--- config.mk ---
export PLATFORM = sky130hd
export DESIGN_NAME = matmul_scratchpad
export DESIGN_NICKNAME = d
export VERILOG_FILES = /design/src/rtl/matmul_scratchpad.sv
export SDC_FILE = /design/constraint.sdc
export NUM_CORES = 1
export LEC_CHECK = 0
export CORE_MARGIN = 3
export CORE_UTILIZATION = 40
export CTS_CLUSTER_DIAMETER = 120
export DETAILED_ROUTE_END_ITERATION = 8
export DONT_BUFFER_PORTS = 1
export SYNTH_ARGS = -nofsm -noshare
export SYNTH_HDL_FRONTEND = slang
export SYNTH_SLANG_ARGS = --single-unit
--- constraint.sdc ---
create_clock -name clk_i -period 5.2 [get_ports clk_i]
set_input_delay 1.3 -clock clk_i [delete_from_list [all_inputs] [get_ports clk_i]]
set_output_delay 1.3 -clock clk_i [all_outputs]
set_load 0.05 [all_outputs]
--- src/rtl/matmul_scratchpad.sv ---
// matmul_scratchpad: result scratchpad behind the matmul calc stage.
// The block collects the C element write burst and commits it as one
// complete matrix into one of SP_NTARGETS slots. It serves a registered
// bias read port and a host read port, and it flags which slots are valid.
// Build option: define SP_BYPASS_EN to forward same-cycle write data to the
// bias read port. When it is undefined, the bias port is read-first.
//
// state    | meaning
// ---------+---------------------------------------------------------------
// S_IDLE   | no burst open; the first accepted write opens one
// S_FILL   | burst open; writes land in the latched target slot
// S_COMMIT | one cycle; a full mask sets valid, otherwise err is raised
module matmul_scratchpad #(
  parameter int DATA_WIDTH  = 8,
  parameter int BUS_WIDTH   = 16,
  parameter int ADDR_WIDTH  = 32,
  parameter int SP_NTARGETS = 4,
  localparam int MAX_DIM = BUS_WIDTH / DATA_WIDTH,
  localparam int ELEMS   = MAX_DIM * MAX_DIM,
  localparam int IDXW    = 2 * $clog2(MAX_DIM),
  localparam int TW      = $clog2(SP_NTARGETS)
) (
  input  logic                   clk_i,
  input  logic                   rst_ni,
  input  logic                   enable_w_i,
  input  logic [ADDR_WIDTH-1:0]  address_i,
  input  logic [BUS_WIDTH-1:0]   data_i,
  input  logic [TW-1:0]          write_target_i,
  input  logic                   finish_mul_i,
  input  logic [TW-1:0]          read_target_i,
  input  logic [ADDR_WIDTH-1:0]  address_c_i,
  output logic [BUS_WIDTH-1:0]   data_c_o,
  input  logic                   host_rd_i,
  input  logic [TW-1:0]          host_target_i,
  input  logic [IDXW-1:0]        host_idx_i,
  output logic [BUS_WIDTH-1:0]   host_data_o,
  output logic                   host_valid_o,
  output logic [SP_NTARGETS-1:0] valid_o,
  output logic                   err_o,
  input  logic                   err_clr_i
);

  localparam logic [4:0]      OP_C    = 5'b10000;
  localparam logic [IDXW:0]   ELEMS_W = (IDXW+1)'(ELEMS);

  typedef enum logic [1:0] {S_IDLE, S_FILL, S_COMMIT} state_t;

  state_t state_q, state_d;

  logic [BUS_WIDTH-1:0]   mem [SP_NTARGETS][ELEMS];
  logic [ELEMS-1:0]       mask_q, mask_d;
  logic [TW-1:0]          tgt_q;
  logic [SP_NTARGETS-1:0] valid_q;
  logic                   err_q;
  logic [BUS_WIDTH-1:0]   data_c_q;
  logic [BUS_WIDTH-1:0]   host_data_q;
  logic                   host_valid_q;

  logic [IDXW-1:0]  wr_idx, rd_idx;
  logic             wr_accept, wr_reject, start_burst;
  logic             rd_in_range, host_in_range;
  logic [TW-1:0]    wr_tgt;
  logic [ELEMS-1:0] wr_onehot;
  logic             commit_ok, commit_bad;

  logic unused_addr_bits;
  assign unused_addr_bits = ^{address_i[ADDR_WIDTH-1:5+IDXW],
                              address_c_i[ADDR_WIDTH-1:5+IDXW],
                              address_c_i[4:0]};

  assign wr_idx        = address_i[5 +: IDXW];
  assign rd_idx        = address_c_i[5 +: IDXW];
  assign rd_in_range   = {1'b0, rd_idx} < ELEMS_W;
  assign host_in_range = {1'b0, host_idx_i} < ELEMS_W;
  assign wr_accept     = enable_w_i && (address_i[4:0] == OP_C) &&
                         ({1'b0, wr_idx} < ELEMS_W);
  assign wr_reject     = enable_w_i && !wr_accept;
  // A write outside FILL (in IDLE or COMMIT) opens a new burst.
  assign start_burst   = wr_accept && (state_q != S_FILL);
  assign wr_tgt        = (state_q == S_FILL) ? tgt_q : write_target_i;
  assign wr_onehot     = {{(ELEMS-1){1'b0}}, 1'b1} << wr_idx;
  assign commit_ok     = (state_q == S_COMMIT) && (&mask_q);
  assign commit_bad    = (state_q == S_COMMIT) && !(&mask_q);

  // Next-state and next-mask logic for the burst FSM.
  always_comb begin
    state_d = state_q;
    mask_d  = mask_q;
    case (state_q)
      S_IDLE: begin
        if (wr_accept) begin
          state_d = S_FILL;
          mask_d  = wr_onehot;
        end
      end
      S_FILL: begin
        if (wr_accept) mask_d = mask_q | wr_onehot;
        if (finish_mul_i) state_d = S_COMMIT;
      end
      S_COMMIT: begin
        if (wr_accept) begin
          state_d = S_FILL;
          mask_d  = wr_onehot;
        end else begin
          state_d = S_IDLE;
          mask_d  = '0;
        end
      end
      default: begin
        state_d = S_IDLE;
        mask_d  = '0;
      end
    endcase
  end

  // FSM state, written-mask and latched target registers.
  always_ff @(posedge clk_i or negedge rst_ni) begin
    if (!rst_ni) begin
      state_q <= S_IDLE;
      mask_q  <= '0;
      tgt_q   <= '0;
    end else begin
      state_q <= state_d;
      mask_q  <= mask_d;
      if (start_burst) tgt_q <= write_target_i;
    end
  end

  // Per-slot valid flags. A burst that reopens a slot clears its flag,
  // and this clear overrides a commit to the same slot on the same edge.
  always_ff @(posedge clk_i or negedge rst_ni) begin
    if (!rst_ni) begin
      valid_q <= '0;
    end else begin
      if (commit_ok) valid_q[tgt_q] <= 1'b1;
      if (start_burst) valid_q[write_target_i] <= 1'b0;
    end
  end

  // Sticky error flag. A new error wins over a clear on the same edge.
  always_ff @(posedge clk_i or negedge rst_ni) begin
    if (!rst_ni) err_q <= 1'b0;
    else         err_q <= (err_q && !err_clr_i) || wr_reject || commit_bad;
  end

  // Element storage.
  always_ff @(posedge clk_i or negedge rst_ni) begin
    if (!rst_ni) begin
      for (int t = 0; t < SP_NTARGETS; t++)
        for (int e = 0; e < ELEMS; e++)
          mem[t][e] <= '0;
    end else if (wr_accept) begin
      mem[wr_tgt][wr_idx] <= data_i;
    end
  end

  // Registered bias read port, sampled every cycle.
  always_ff @(posedge clk_i or negedge rst_ni) begin
    if (!rst_ni) begin
      data_c_q <= '0;
    end else begin
`ifdef SP_BYPASS_EN
      if (wr_accept && (wr_tgt == read_target_i) && (wr_idx == rd_idx))
        data_c_q <= data_i;
      else
        data_c_q <= rd_in_range ? mem[read_target_i][rd_idx] : '0;
`else
      data_c_q <= rd_in_range ? mem[read_target_i][rd_idx] : '0;
`endif
    end
  end

  // Host read port: one-cycle response, and data holds between requests.
  always_ff @(posedge clk_i or negedge rst_ni) begin
    if (!rst_ni) begin
      host_valid_q <= 1'b0;
      host_data_q  <= '0;
    end else begin
      host_valid_q <= host_rd_i;
      if (host_rd_i)
        host_data_q <= host_in_range ? mem[host_target_i][host_idx_i] : '0;
    end
  end

  assign data_c_o     = data_c_q;
  assign host_data_o  = host_data_q;
  assign host_valid_o = host_valid_q;
  assign valid_o      = valid_q;
  assign err_o        = err_q;

endmodule
Word-level counts from Yosys, hierarchy flattened
Index checks and enable logic that the tools add are counted.

Register bits: 302.

Order comparisons: 12. Multiplexer cells: 32. Reduce and logical (&&, ||, !) cells: 19. Equality and inequality tests: 7. Bitwise operators: 10. Shifts and indexed selects: 1.

Operators with widths (number): 2-to-1 mux 64 bit (5); binary-select mux 64 bit (select 2 bit) (2); bitwise mux 256 bit (1); demux 64 bit (select 2 bit) (1); 2-to-1 mux 16 bit (5); binary-select mux 16 bit (select 2 bit) (2); demux 16 bit (select 2 bit) (1); 2-to-1 mux 4 bit (5); >= comparator 3 bit (second input constant) (6); NOT 2 -> 3 bit (6); case mux 4 bit (3 select lines) (1); logical AND 1 bit (10); OR 4 bit (2); < comparator 2 x 3 -> 1 bit (second input constant) (2); < comparator 3 x 1 -> 1 bit (second input constant) (2); 2-to-1 mux 2 bit (3); inequality test 2 bit (second input constant) (3); case mux 2 bit (3 select lines) (1); == test 5 bit (second input constant) (1); bitwise AND 4 bit (1); demux 1 bit (select 2 bit) (2); >= comparator 2 x 1 -> 1 bit (second input constant) (2); NOT 4 bit (1); AND reduction 2 bit (2); 9 further kinds (14).

Logic depth before layout (Yosys ltp)
Gate-level depths: netlist of the first run.

Depth after elaboration: 8. Mapped depth: 7.

Least setup slack after synthesis of the first run
OpenSTA, ideal clock, no wires.

Path kind: in2reg. From: input read_target_i[0]. To: register data_c_q[10] (netlist: data_c_o[10]). Path slack: 2.100 ns. Stages on the path: 4. Data required time: 5.062 ns. Data arrival time: 2.962 ns. Library setup time: 0.138 ns. Cell sequence: clkbuf_1 -> buf_2 -> mux4_2 -> mux4_2.

Longest elaborated chain between the ends: 7.

RTL lines: from (decl) (RTL line 30) `input logic [TW-1:0] read_target_i,`; NOT 2 -> 3 bit (not written as such) (RTL line 168) `data_c_q <= rd_in_range ? mem[read_target_i][rd_idx] : '0;`; binary-select mux 64 bit (select 2 bit) (RTL line 168); 2-to-1 mux 64 bit (not written as such) (2 in a row) (RTL line 168); binary-select mux 16 bit (select 2 bit) (RTL line 168); 2-to-1 mux 16 bit (not written as such) (2 in a row) (RTL line 168); to (signal assigned) (RTL line 168); to (decl) (RTL line 55) `logic [BUS_WIDTH-1:0] data_c_q;`.

No other way between the ends. The select of a mux whose other input is x is not followed. A chain may end at the register's enable or synchronous reset.

Worst setup path after layout of the first run
From: input address_i[1]. To: register mem[38] in the netlist's numbering.

Longest elaborated chain between the ends: 2.

RTL lines: from (decl) (RTL line 26) `input logic [ADDR_WIDTH-1:0] address_i,`; == test 5 bit (RTL line 75) `assign wr_accept = enable_w_i && (address_i[4:0] == OP_C) &&`; logical AND 1 bit (RTL line 75); to (signal, indexed assignment) (RTL line 153) `mem[wr_tgt][wr_idx] <= data_i;`; to (decl) (RTL line 50) `logic [BUS_WIDTH-1:0] mem [SP_NTARGETS][ELEMS];`.

No other way between the ends.

==> flow_metrics.env, run 1 <==
export IMPL_outcome="finished clean"
export IMPL_port_buffers=0
export IMPL_path_clk_slew_ns=0.06
export IMPL_syn_inst=915
export IMPL_most_common_layout_cells="dfrtp_1, mux2_2, mux4_2"
export IMPL_dr_total_vias=8535
export IMPL_drt_wl_total_um=39100
export IMPL_synth_nets=1009
export IMPL_total_power_uw=5290
export IMPL_nets=982
export IMPL_synth_ff_type="dfrtp_1"
export IMPL_ys_warn_count=0
export IMPL_swShare_pct=22.5
export IMPL_syn2layout_area_growth_pct=9.32
export IMPL_register_area_sq_um=7560
export IMPL_fmax_ghz=0.308
export IMPL_htreeDepth=2
export IMPL_drc=0
export IMPL_min_path_type="flip-flop to flip-flop"
export IMPL_hold_ws_ns=0.491
export IMPL_layout_commonest_cell="dfrtp_1"
export IMPL_root_buffer="clkbuf_16"
export IMPL_hold_buffers=0
export IMPL_design_area_sq_um=16800
export IMPL_antenna_found_initial=0
export IMPL_clock_sinks=302
export IMPL_post_cts_buffers=0
export IMPL_core_region_area_sq_um=37800
export IMPL_critical_path_buf_inv_count=1
export IMPL_powerDensity_nw_per_um2=315
export IMPL_skew_ns=0.00968
export IMPL_cts_inserted_buffers=35
export IMPL_crit_slowest_cell="or3b_1"
export IMPL_netSwitchingPower_uw=1190
export IMPL_clock_path_buffers=3
export IMPL_grt_pass1_wl_um=60600
export IMPL_dp_final_hpwl_um=21200
export IMPL_worstPathArrival_ns=3.63
export IMPL_instances_no_fill=1424
export IMPL_setup_violations_final=0
export IMPL_wl_per_cell_um=27.4
export IMPL_ys_seq_elements=302
export IMPL_grt_max_degree=303
export IMPL_worstMarginPinSlew_ns=0.872
export IMPL_crit_type="input port to flip-flop"
export IMPL_slew_viol_final=0
export IMPL_io_pins=132
export IMPL_cp_start_kind="input port"
export IMPL_fp_row_count=71
export IMPL_rsz0062_at_grt="false"
export IMPL_gp_congestion=0.734
export IMPL_pwr_share_clk_pct=46.5
export IMPL_synth_async_reset_ratio_pct=100
export IMPL_drive_gt1_share_pct=55.3
export IMPL_slew_headroom_pct=41.7
export IMPL_place_area_sq_um=15700
export IMPL_intPower_uw=4100
export IMPL_post_cts_resized=0
export IMPL_die_w_um=202
export IMPL_cts_tree="built"
export IMPL_cpPeakStageDelay_ns=0.87
export IMPL_die_h_um=202
export IMPL_synth_edf_count=0
export IMPL_path_cells="nor4_4, nand3_4, or3b_1, buf_4, mux2_4"
export IMPL_start_util_pct=40.7
export IMPL_hold_viol=0
export IMPL_syn_avg_cell_area_sq_um=16.8
export IMPL_path_delay_family="simple AND/OR/NAND/NOR gates"
export IMPL_dp_cells=1362
export IMPL_ys_seq_area_share_pct=49.1
export IMPL_grt_util_all_layers_pct=19.6
export IMPL_critical_path_required_ns=5.59
export IMPL_worst_path_max_fanout=19
export IMPL_fin_crit_ns=3.25
export IMPL_multi_input_area_sq_um=7320
export IMPL_finalCritPeriodShare_pct=62.4
export IMPL_vias_per_cell=5.99
export IMPL_setup_tns_final_ns=0
export IMPL_synth_area_sq_um=15400
export IMPL_dieArea_sq_um=40800
export IMPL_drtPass1Iterations=4
export IMPL_endpoint_kind="flip-flop"
export IMPL_clk_latency_ns=0.51
export IMPL_cap_violations=0
export IMPL_first_iter_violations=740
export IMPL_irDropWorstVdd_uv=189
export IMPL_power_frac_comb_pct=4.6
export IMPL_antenna_left=0
export IMPL_grt_pass1_vias=9096
export IMPL_p_leak_uw=0.00761
export IMPL_p_seq_share_pct=48.9
export IMPL_gr_total_overflow=0
export IMPL_yosysUniqueCellTypes=39
export IMPL_fillers=3297
[path summary, 6_finish.rpt]
kind,depth (start not counted),to,slack (ns),start
max in group asynchronous,0,data_c_o[14],4.25,rst_ni
worst min-delay path,2,mask_q[3],0.49,mask_q[3]
min in group asynchronous,0,mem[231],0.50,rst_ni
worst min register to register,2,mask_q[3],0.49,mask_q[3]
worst max register to register,5,mem[38],2.06,state_q[0]
worst max-delay path,5,mem[38],1.95,address_i[1]
[cells by family (layout without fill, tap and decap cells)]
kind of cell    Yosys count  after routing  synth area share [%]
mux                     422            422                  42.3
compound gates           65             65                  2.51
other cells               0              1                     0
flops                   302            302                  49.1
buf+inv                  84             81                  3.36
simple gates             42             42                  2.67
[cell usage after synthesis (6+ instances only)]
cell,n,share of area [%]
dfrtp_1,302,49
mux2_2,240,18
mux4_2,144,21
clkbuf_1,36,0.88
o22ai_1,33,1.3
mux2_4,30,2.9
a21oi_1,22,0.72
buf_2,14,0.46
buf_6,11,0.81
buf_1,9,0.22
nand2_1,8,0.20
nor3_4,7,0.74
buf_4,6,0.29
nor2b_1,6,0.24
[per-stage QoR]
stage	utilization [%]	worst slack, ns
after CTS	44.5	1.95
after global routing	44.5	1.87
after detailed placement	41.5	1.42
after floorplan	-	2.10
after global placement	41.5	1.45
final	44.5	1.95
[sequential cells by signal, indices dropped and copies added (netlist names)]
register      count
data_c_o         16
err_o             1
host_data_o      16
host_valid_o      1
mask_q            4
mem             256
state_q           2
tgt_q             2
valid_o           4
[worst reg2reg max path: cells and delay by family (launching register included)]
family                 cells  cell delay [ns]
multiplexers               2             0.75
flip-flops                 1             0.41
buffers and inverters      1             0.39
AND/OR/NAND/NOR            2             1.48
[layer usage]
metal,vias to the layer above,GRT usage (%),share of wire [%],routed length (um)
met1,4688,28.9,45,17600
met5,-,0,0,0
met4,0,4.54,2.1,823
met3,51,3.98,5.9,2300
met2,237,30.1,47,18400
li1,3559,-,-,-
[power groups by stage]
stage	sequential [uW]	clock [uW]	combinational [uW]
detailed placement	2630	0	243
global placement	2630	0	239
CTS	2590	2520	244
floorplan	2600	0	284
global route	2600	2630	261
finish	2590	2460	242
[layout make-up]
class                      instances  share of cell area, %
timing repair buffer              18                  0.804
tap                              511                   3.80
clock buffer                      52                   6.26
multi-input combinational        529                   43.5
antenna                            1                 0.0149
inverter                           2                 0.0446
sequential                       302                   44.9
clock inverter                     9                  0.603
(Power assumes the default switching activity.)
==> run 2: changes to the inputs <==
clock period = 2.8 ns   (was 5.2 ns; I/O delays follow)
==> run 2 against run 1 <==
Compared with the run above: the run now ends with hold timing left; clock skew grew 0.016 ns; setup slack lost 1.4 ns; critical path depth grew 1; sequential share of layout area shrank 0.63 points; register-to-register slack lost 1.5 ns; hold slack lost 0.61 ns; largest cell class unchanged; cell count grew 0.21%; first-iteration DRC count shrank 25%; utilization grew 0.64 points.
==> flow_metrics.env, run 2 (synthesis results as in run 1) <==
export IMPL_outcome="finished, violations left"
export IMPL_violations="hold timing"
export IMPL_drive_gt1_share_pct=55.8
export IMPL_grt_util_all_layers_pct=19.9
export IMPL_grt_max_degree=303
export IMPL_intPower_uw=7640
export IMPL_drc=0
export IMPL_gr_total_overflow=0
export IMPL_grt_pass1_wl_um=61500
export IMPL_powerDensity_nw_per_um2=582
export IMPL_fmax_ghz=0.444
export IMPL_critical_path_buf_inv_count=2
export IMPL_clock_sinks=302
export IMPL_path_delay_family="multiplexers"
export IMPL_fp_row_count=71
export IMPL_htreeDepth=2
export IMPL_drt_wl_total_um=39300
export IMPL_crit_slowest_cell="mux2i_2"
export IMPL_setup_violations_final=0
export IMPL_rsz0062_at_grt="false"
export IMPL_slew_headroom_pct=43.6
export IMPL_root_buffer="clkbuf_16"
export IMPL_io_pins=132
export IMPL_slew_viol_final=0
export IMPL_worstMarginPinSlew_ns=0.846
export IMPL_worst_path_max_fanout=16
export IMPL_cpPeakStageDelay_ns=0.59
export IMPL_fillers=3295
export IMPL_gp_congestion=0.743
export IMPL_worstPathArrival_ns=2.65
export IMPL_path_cells="nor2b_1, buf_4, mux2i_2, nor4_4, buf_12, mux2_1"
export IMPL_cp_start_kind="flip-flop"
export IMPL_fin_crit_ns=2.25
export IMPL_largest_reg_flops=256
export IMPL_setup_tns_final_ns=0
export IMPL_min_path_type="input port to asynchronous set/reset pin"
export IMPL_hold_ws_ns=-0.123
export IMPL_place_worst_setup_slack_ns=0.239
export IMPL_hold_viol=102
export IMPL_cap_violations=0
export IMPL_netSwitchingPower_uw=2280
export IMPL_critical_path_required_ns=3.20
export IMPL_path_clk_slew_ns=0.06
export IMPL_endpoint_kind="flip-flop"
export IMPL_finalCritPeriodShare_pct=80.5
export IMPL_cts_inserted_buffers=35
export IMPL_crit_type="flip-flop to flip-flop"
export IMPL_grt_pass1_vias=9407
export IMPL_dp_cells=1365
export IMPL_layout_commonest_cell="dfrtp_1"
export IMPL_first_iter_violations=552
export IMPL_die_h_um=202
export IMPL_dieArea_sq_um=40800
export IMPL_most_common_layout_cells="dfrtp_1, mux2_2, mux4_2"
export IMPL_skew_ns=0.0260
export IMPL_total_power_uw=9920
export IMPL_port_buffers=0
export IMPL_start_util_pct=40.7
export IMPL_fin_ws_ns=0.546
export IMPL_core_region_area_sq_um=37800
export IMPL_clk_latency_ns=0.53
export IMPL_largest_register="mem"
export IMPL_dp_final_hpwl_um=21100
export IMPL_cts_tree="built"
export IMPL_dr_total_vias=8492
export IMPL_antenna_found_initial=0
export IMPL_swShare_pct=23.0
export IMPL_instances_no_fill=1427
export IMPL_power_frac_comb_pct=4.6
export IMPL_wl_per_cell_um=27.5
export IMPL_post_cts_buffers=0
export IMPL_syn2layout_area_growth_pct=10.9
export IMPL_drtPass1Iterations=4
export IMPL_irDropWorstVdd_uv=415
export IMPL_p_seq_share_pct=48.4
export IMPL_antenna_cells=0
export IMPL_antenna_left=0
export IMPL_nets=985
export IMPL_pwr_share_clk_pct=47.0
export IMPL_die_w_um=202
export IMPL_p_leak_uw=0.00770
export IMPL_vias_per_cell=5.95
export IMPL_post_cts_resized=0
export IMPL_clock_path_buffers=3
run 2: final timing paths:
| check | end | startpoint | slack (ns) | cells after the start |
|---|---|---|---|---|
| hold / removal | data_c_o[6] | rst_ni | -0.12 | 0 |
| min in group clk_i | host_valid_o | host_rd_i | 0.21 | 0 |
| setup / recovery | mem[117] | state_q[0] | 0.55 | 6 |
| max in group asynchronous | mem[63] | rst_ni | 2.22 | 0 |
| hold reg to reg | mask_q[1] | mask_q[1] | 0.49 | 2 |
| setup reg to reg | mem[117] | state_q[0] | 0.55 | 6 |
run 2: cell type report:
cell class	count	area [sq um]	share of cell area, %
clock buffers	47	1000	5.88
clock inverters	15	171	1.01
inverters	2	7.51	0.0440
multi-input cells	529	7320	42.9
flip-flops and latches	302	7560	44.3
well taps	511	639	3.75
repair buffers	21	358	2.10
run 2: per-stage QoR:
step | utilization [%] | instance area (sq um)
floorplan | - | 15400
global placement | 42.1 | 15900
detailed placement | 42.1 | 15900
CTS | 45.2 | 17100
global route | 45.2 | 17100
finish | 45.2 | 17100
run 2: power by group through the flow:
| stage | combinational, uW | clock (uW) | sequential (uW) |
|---|---|---|---|
| 3_3_place_gp | 451 | 0 | 4880 |
| 6_report | 457 | 4660 | 4800 |
| 2_1_floorplan | 528 | 0 | 4830 |
| 3_5_place_dp | 459 | 0 | 4890 |
| 5_1_grt | 490 | 4960 | 4830 |
| 4_1_cts | 460 | 4790 | 4810 |
run 2: layer usage:
layer  share of wire (%)  track usage [%]
met1                  43             27.9
met2                  49             32.4
met3                 5.4             3.93
met4                 1.7             4.44
met5                   0                0
==> run 3: changes to the inputs <==
clock period = 2 ns   (was 2.8 ns; I/O delays follow)
==> run 3 against run 2 <==
Compared with the run above: the run still ends with hold timing left; register-to-register slack lost 0.47 ns; critical path depth increased by 1; hold slack lost 0.18 ns; critical endpoint is now mem[92].
==> flow_metrics.env, run 3 (synthesis results as in run 1) <==
export IMPL_crit_type="flip-flop to flip-flop"
export IMPL_antenna_found_initial=0
export IMPL_r2r_cells=7
export IMPL_fillers=3306
export IMPL_p_leak_uw=0.00780
export IMPL_endpoint_kind="flip-flop"
export IMPL_met3_usage_pct=4.45
export IMPL_crit_slowest_cell="dfrtp_1"
export IMPL_clock_sinks=302
export IMPL_hold_viol=302
export IMPL_cpPeakStageDelay_ns=0.38
export IMPL_path_delay_family="multiplexers"
export IMPL_gr_total_overflow=0
export IMPL_place_worst_setup_slack_ns=-0.259
export IMPL_vias_per_cell=5.96
export IMPL_drc=0
export IMPL_min_path_type="input port to asynchronous set/reset pin"
export IMPL_nets=1006
export IMPL_setup_tns_final_ns=0
export IMPL_first_iter_violations=593
export IMPL_antenna_left=0
export IMPL_grt_max_degree=303
export IMPL_fin_ws_ns=0.0710
export IMPL_wl_per_cell_um=27.5
export IMPL_clock_path_buffers=3
export IMPL_instances_no_fill=1446
export IMPL_hold_ws_ns=-0.303
export IMPL_worstPathArrival_ns=2.33
export IMPL_path_clk_slew_ns=0.06
export IMPL_clk_latency_ns=0.52
export IMPL_largest_register="mem"
export IMPL_setup_violations_final=0
export IMPL_fp_row_count=71
export IMPL_core_region_area_sq_um=37800
export IMPL_top_usage_layer="met2"
export IMPL_outcome="finished, violations left"
export IMPL_crit_path_frequent_cell="buf_6"
export IMPL_dp_final_hpwl_um=22400
export IMPL_place_area_sq_um=16200
export IMPL_io_pins=132
export IMPL_drt_wl_total_um=39700
export IMPL_worstSetupPathDepth=7
export IMPL_gp_congestion=0.742
export IMPL_cap_violations=0
export IMPL_start_util_pct=40.7
export IMPL_worstMarginPinSlew_ns=0.787
export IMPL_layout_commonest_cell="dfrtp_1"
export IMPL_cp_start_kind="flip-flop"
export IMPL_grt_pass1_vias=9144
export IMPL_violations="hold timing"
export IMPL_largest_reg_flops=256
export IMPL_irDropWorstVdd_uv=517
export IMPL_finalCritPeriodShare_pct=96.4
export IMPL_die_h_um=202
export IMPL_cts_tree="built"
export IMPL_skew_ns=0.0197
export IMPL_rrSetupSlack_ns=0.07
export IMPL_root_buffer="clkbuf_16"
export IMPL_design_area_sq_um=17300
export IMPL_dr_total_vias=8624
export IMPL_htreeDepth=2
export IMPL_r2r_start="state_q[0]"
export IMPL_antenna_cells=0
export IMPL_critical_path_buf_inv_count=3
export IMPL_most_common_layout_cells="dfrtp_1, mux2_2, mux4_2"
export IMPL_grt_util_all_layers_pct=19.8
export IMPL_port_buffers=0
export IMPL_rsz0062_at_grt="true"
export IMPL_met1_usage_pct=28.3
export IMPL_drtPass1Iterations=5
export IMPL_path_cells="nor2b_4, buf_6, mux2i_4, buf_6, nor3_4, buf_12, mux2_2"
export IMPL_worst_path_max_fanout=9
export IMPL_powerDensity_nw_per_um2=777
export IMPL_met2_usage_pct=31.6
export IMPL_cts_inserted_buffers=34
export IMPL_die_w_um=202
export IMPL_syn2layout_area_growth_pct=12.7
export IMPL_final_core_util_pct=45.9
export IMPL_slew_viol_final=0
export IMPL_drive_gt1_share_pct=56.9
export IMPL_hold_buffers=1
export IMPL_slew_headroom_pct=47.5
export IMPL_fmax_ghz=0.518
export IMPL_grt_pass1_wl_um=61200
export IMPL_regToRegEndpoint="mem[92]"
export IMPL_critical_path_required_ns=2.41
export IMPL_dieArea_sq_um=40800
export IMPL_dp_cells=1384
export IMPL_fin_crit_ns=1.93
run 3: cell types whose count changed in the layout (fill, tap and decap cells not counted), moves of 3 or more:
cell / previous run / this run
mux2_4: 30 / 67
mux2_2: 240 / 204
buf_4: 5 / 20
clkbuf_1: 5 / 10
buf_6: 0 / 4
clkbuf_8: 6 / 2
nor2b_1: 6 / 3
or3b_1: 3 / 0
or3b_4: 0 / 3
run 3: worst register-to-register path, stage by stage, from the launching register on:
cell	delay, ns
dfrtp_1	0.38
nor2b_4	0.14
buf_6	0.14
mux2i_4	0.23
buf_6	0.15
nor3_4	0.22
buf_12	0.20
mux2_2	0.35
run 3: cell type report:
class / instances / area, sq um / share of cell area, %
Sequential cell: 302 / 7560 / 43.6
Clock buffer: 49 / 991 / 5.72
Inverter: 2 / 7.51 / 0.0433
Timing Repair Buffer: 43 / 566 / 3.26
Multi-Input combinational cell: 529 / 7490 / 43.2
Tap cell: 511 / 639 / 3.69
Clock inverter: 10 / 77.6 / 0.448
run 3: worst max path at each step:
stage                       from       to  slack, ns
detailed placement  address_i[1]  mem[69]      -0.26
global route          state_q[1]  mem[40]      -0.01
global placement    address_i[1]  mem[71]      -0.25
floorplan           address_i[1]  mem[69]      -0.17
CTS                   state_q[1]  mem[75]       0.01
finish                state_q[0]  mem[92]       0.07
run 3: per-stage QoR:
stage | hold slack (ns) | power, uW
2_1_floorplan | 0.204 | 7530
3_3_place_gp | 0.213 | 7490
3_5_place_dp | 0.214 | 7500
4_1_cts | -0.342 | 13600
5_1_grt | -0.339 | 14000
6_report | -0.303 | 13500
run 3: what timing repair did:
| item | 4_1_cts | 5_1_grt |
|---|---|---|
| gates resized for setup | 5 | 7 |
| pin swaps | 1 | 0 |
| endpoints found under the setup margin | 121 | 44 |
| setup buffers | 1 | 1 |
| hold endpoints to repair | 303 | 302 |
run 3: layer usage:
| layer | routed length (um) | part of all wire [%] |
|---|---|---|
| met4 | 624 | 1.6 |
| met1 | 17600 | 44 |
| met5 | 0 | 0 |
| met3 | 2580 | 6.5 |
| met2 | 19000 | 48 |
run 3: power by group:
part	switching [uW]	total [uW]	internal (uW)
clock	2500	6070	3570
combinational	192	665	473
sequential	405	6730	6330
